==> config.mk <==
export PLATFORM = sky130hd
export DESIGN_NAME = regfile_wb_arbiter
export DESIGN_NICKNAME = d
export VERILOG_FILES = /design/src/rtl/regfile_pkg.sv /design/src/rtl/rr_arbiter2.sv /design/src/rtl/regfile_wb_arbiter.sv
export SDC_FILE = /design/constraint.sdc
export NUM_CORES = 1
export LEC_CHECK = 0
export CORE_AREA = 2 2 66 68
export DETAILED_ROUTE_END_ITERATION = 6
export DIE_AREA = 0 0 68 70
export MAX_ROUTING_LAYER = met4
export PLACE_DENSITY = 0.75
export SLEW_MARGIN = 15
export SYNTH_ARGS = -nofsm -noshare
export SYNTH_HDL_FRONTEND = slang
export SYNTH_SLANG_ARGS = --single-unit
==> constraint.sdc <==
create_clock -name clk -period 1.7 [get_ports clk]
set_clock_uncertainty 0.05 [all_clocks]
set_input_delay 0.34 -clock clk [delete_from_list [all_inputs] [get_ports clk]]
set_output_delay 0.34 -clock clk [all_outputs]
set_load 0.01 [all_outputs]
==> src/rtl/regfile_pkg.sv <==
// Shared types for the regfile writeback arbiter: requester identifiers
// and the requester count.
package regfile_pkg;

    localparam int NUM_REQ = 2;

    typedef enum logic {
        REQ_ALU = 1'b0,
        REQ_LSU = 1'b1
    } req_id_t;

endpackage

==> src/rtl/rr_arbiter2.sv <==
// Two-way round-robin arbiter. Grant is combinational from req and the
// last granted requester; last_grant only moves when advance is high.
module rr_arbiter2
    import regfile_pkg::*;
(
    input  logic       clk,
    input  logic       reset,
    input  logic [1:0] req,
    input  logic       advance,
    output logic [1:0] grant
);

    req_id_t r_last_grant;

    always_comb begin
        grant = 2'b00;
        case (req)
            2'b01:   grant = 2'b01;
            2'b10:   grant = 2'b10;
            2'b11:   grant = (r_last_grant == REQ_LSU) ? 2'b01 : 2'b10;
            default: grant = 2'b00;
        endcase
    end

    // Reset to LSU so the ALU wins the first contested cycle.
    always_ff @(posedge clk) begin
        if (reset) begin
            r_last_grant <= REQ_LSU;
        end else if (advance) begin
            r_last_grant <= grant[1] ? REQ_LSU : REQ_ALU;
        end
    end

endmodule

==> src/rtl/regfile_wb_arbiter.sv <==
// Shares the regfile write port between ALU and LSU writeback with a
// registered output stage, and tracks pending writes per register.
module regfile_wb_arbiter
    import regfile_pkg::*;
#(
    parameter int n = 16,
    parameter int r = 3
) (
    input  logic               clk,
    input  logic               reset,
    input  logic [1:0]         req_valid,
    input  logic [2*r-1:0]     req_addr,
    input  logic [2*n-1:0]     req_data,
    output logic [1:0]         req_ready,
    input  logic               rsv_valid,
    input  logic [r-1:0]       rsv_addr,
    input  logic [r-1:0]       ra1,
    input  logic [r-1:0]       ra2,
    output logic               busy1,
    output logic               busy2,
    output logic               stall,
    output logic               we3,
    output logic [r-1:0]       wa3,
    output logic [n-1:0]       wd3
);

    logic [NUM_REQ-1:0] w_grant;
    logic               w_accept;
    logic [r-1:0]       w_sel_addr;
    logic [n-1:0]       w_sel_data;
    logic [2**r-1:0]    r_busy;

    rr_arbiter2 u_arb (
        .clk     (clk),
        .reset   (reset),
        .req     (req_valid),
        .advance (w_accept),
        .grant   (w_grant)
    );

    assign w_accept   = (|w_grant) && !reset;
    assign req_ready  = reset ? '0 : w_grant;
    assign w_sel_addr = w_grant[1] ? req_addr[2*r-1:r] : req_addr[r-1:0];
    assign w_sel_data = w_grant[1] ? req_data[2*n-1:n] : req_data[n-1:0];

    // Writes to register 0 are accepted but never reach the regfile.
    always_ff @(posedge clk) begin
        if (reset) begin
            we3 <= 1'b0;
            wa3 <= '0;
            wd3 <= '0;
        end else if (w_accept) begin
            we3 <= (w_sel_addr != '0);
            wa3 <= w_sel_addr;
            wd3 <= w_sel_data;
        end else begin
            we3 <= 1'b0;
        end
    end

    // A new reservation beats a retiring write to the same register.
    always_ff @(posedge clk) begin
        if (reset) begin
            r_busy <= '0;
        end else begin
            for (int unsigned i = 1; i < (1 << r); i++) begin
                if (rsv_valid && (rsv_addr == r'(i))) begin
                    r_busy[i] <= 1'b1;
                end else if (we3 && (wa3 == r'(i))) begin
                    r_busy[i] <= 1'b0;
                end
            end
            r_busy[0] <= 1'b0;
        end
    end

    assign busy1 = r_busy[ra1];
    assign busy2 = r_busy[ra2];
    assign stall = busy1 | busy2;

endmodule

==> summary.md <==
| Metric | Value |
|---|---|
| FMAX | 557.4 MHz |
| Die H | 70 um |
| Via count | 1389 |
| Flops & latches, synth | 28 |
| Total Wirelength | roughly 3500 um |
| Peak supply drop | 293.6 uV |
| Leakage | between 0.9 and 1 nW |
| Critical R2R Launch | u_arb.r_last_grant |
| Most frequent cells in the layout | clkdlybuf4s50_1 (62), dfxtp_1 (23), nor2_1 (22) |
| CP startpoint kind | flip-flop |
| Worst Path Required | ~1300 ps |
| Mapped Avg Cell Area | 9.519 um2 |
| Site Rows | 24 |
| Fill count | 380 |
| Worst Setup End Kind | output pin |
| Vias in the first global route | 1438 |
| Post-placement cell count | between 200 and 300 |
| Largest net degree at the start of global routing | 31 |
| CTS Hold Buffers Added | 0 |
| Die Area | 0.004760 mm2 |
| Slew @ Worst Pin | around 330 ps |
| Bufs on Longest Clock Path | 2 |
| TritonRoute pass-1 iters | 4 |
| Final Hold Violating Endpoints | 0 |
| Most common cell after layout, fill and taps aside | clkdlybuf4s50_1 |
| I/O pin total | 77 |
| Yosys cell types | 32 |
| Post-DR vias/cell | 4.857 |
| Routability Congestion | 0.7914 |
| Max Transition Viols Final | 0 |
| Max-cap viol count | 0 |
| Die X | 68 um |
| Nets | 287 |
| Worst setup margin | -94.11 ps |
| Synthesized net count | approximately 200 |
| Kind of critical path | flip-flop to output pin |
| I/O Buffers | 76 |
| Hold wc startpoint | r_busy[7] |
| YS warnings | 0 |
| Worst hold path type | flip-flop to flip-flop |
| ANT nets after route | 0 |
| Cells after synthesis | 153 |
| CP arrival | 1400 ps |
| Clock-pin slew on the worst setup and hold paths | about 90 ps |
| Outcome | finished with violations |
| H-tree levels | 1 |
| Post-CTS Setup Inserts | 0 |
| Wire per inst | 12.34 um |
| Antenna violations before repair | 0 |
| Largest fanout on the critical path | 3 |
| Remaining Overflow, GRT | 0 |
| GRT Total Usage | 16.68% |
| Failing checks | negative setup slack |
| CTS tree | built |
| Critical Path Source | r_busy[1] |
| Final setup vio count | 3 |
| Synth-to-Final Area Change | 65.29% |
| Tmin final | 1794 ps |
| Rel. slew slack | 77.87% |
| Global-route wire length before repair | 6120 um |
| Drt first-iter violations | 31 |
| Seq/Total Area, Yosys | 38.49% |
| Fraction of layout cells with a size suffix above 1 | 21.37% |
| CTS Root Cell | clkbuf_8 |
| RSZ-0062 raised after global routing | yes |
| Clk_lat worst skew | 260 ps |
| Hpwl dp | 2801 um |
| Num Clock Sinks | 28 |
| Post-route DRC violation count | 0 |
| CTS Buf Count | 3 |
| Core box area | about 0.0041 mm2 |
| Power per cell area | 662.1 mW/mm2 |
| Period utilization | 105.5% |
| Cell Area, Synth | 0.001456 mm2 |
| N_diodes | 0 |
| Total power | about 0.0016 W |
| Initial core utilization | a little over a third |
| Final cell count without fillers | 286 |
-- repair_timing --
item	CTS	global route
gates resized for setup	37	15
pin swaps	4	5
hold endpoints to repair	0	0
setup endpoints to repair	5	6
cloned	0	0
-- cell type report --
class                   count  area, um2  area share (%)
well taps                  52      65.06           2.703
repair buffers             86      815.8           33.89
multi-input cells         115      900.9           37.42
flip-flops and latches     28      566.8           23.54
inverters                   1      3.754          0.1559
clock buffers               4      55.05           2.287
-- Yosys cell counts --
cell type  number  area (um2)
nand2_1         5       18.77
a21oi_1         8       40.04
dfxtp_1        28       560.5
nand2b_1        4       25.02
nand4_1         1       6.260
nor2b_1         6       37.54
a221oi_1        2       17.52
o32ai_1         1       8.760
buf_4           2       15.01
and3_1          1       6.260
a211oi_2       10       125.1
inv_1           1       3.750
nand3_1         4       20.02
buf_8           1       15.01
a211oi_1        9       67.56
buf_2           1       5.000
a21boi_4        1       18.77
o21ai_0         7       35.03
a2111oi_2       1       15.01
mux2_2          5       56.30
nor3b_1         1       7.510
buf_1           1       3.750
mux2i_1        20       200.2
nor2_1         22       82.58
buf_6           1       11.26
o22ai_1         1       6.260
o31ai_1         1       7.510
nor4_1          1       6.260
clkbuf_1        3       11.26
or2_1           1       6.260
nor3_1          2       10.01
and2_1          1       6.260
-- kinds of logic (layout without fill, tap and decap cells) --
kind of cell	Yosys count	in the layout	synth area share [%]
multiplexers	25	25	17.61
flip-flops	28	28	38.49
AO/OA/AOI/OAI	41	41	23.45
AND/OR/NAND/NOR	49	49	15.98
buffers and inverters	10	91	4.466
-- worst max-delay path, stage by stage, from the launching register on --
cell	delay [ps]
dfxtp_2	350
mux2_4	280
a221oi_4	260
o32ai_2	100
buf_2	150
-- metrics by stage --
stage	utilization [%]	setup WS, ps	area [um2]	setup TNS [ps]	hold WS (ps)
5_1_grt	58.09	-158.0	2407	-398.3	469.7
3_3_place_gp	55.71	-785.7	2308	-7082	437.0
4_1_cts	57.61	-132.7	2387	-286.4	455.1
3_5_place_dp	55.71	-824.5	2308	-7124	440.7
2_1_floorplan	-	210.9	1456	0	390.4
6_report	58.09	-94.11	2407	-217.6	451.6
-- power by group --
part           switching [W]  internal, W  total [W]
logic               0.000183     0.000277   0.000460
clock network       0.000190     0.000207   0.000397
registers          0.0000321     0.000705   0.000738
total               0.000405      0.00119    0.00159
-- path summary, 6_finish.rpt --
path                                  end  slack (ps)  cells after the start
worst max-delay path                stall         -90                      4
worst min-delay path            r_busy[7]         450                      2
worst max register to register     wd3[9]         370                      4
worst min register to register  r_busy[7]         450                      2
-- metal layers --
| metal | GRT usage [%] | part of all wire, % | vias up |
|---|---|---|---|
| met1 | 19.94 | 44 | 619 |
| met4 | 3.333 | 0.51 | 0 |
| li1 | - | - | 726 |
| met3 | 3.060 | 5.3 | 2 |
| met5 | - | 0 | - |
| met2 | 28.80 | 50 | 42 |
-- flip-flops by register name, summed over array words and instances, names as in the netlist --
name and count:
wd3 16, r_busy 7, wa3 3, u_arb.r_last_grant 1
we3 1
Note: power is estimated with default switching activity, not from simulation.
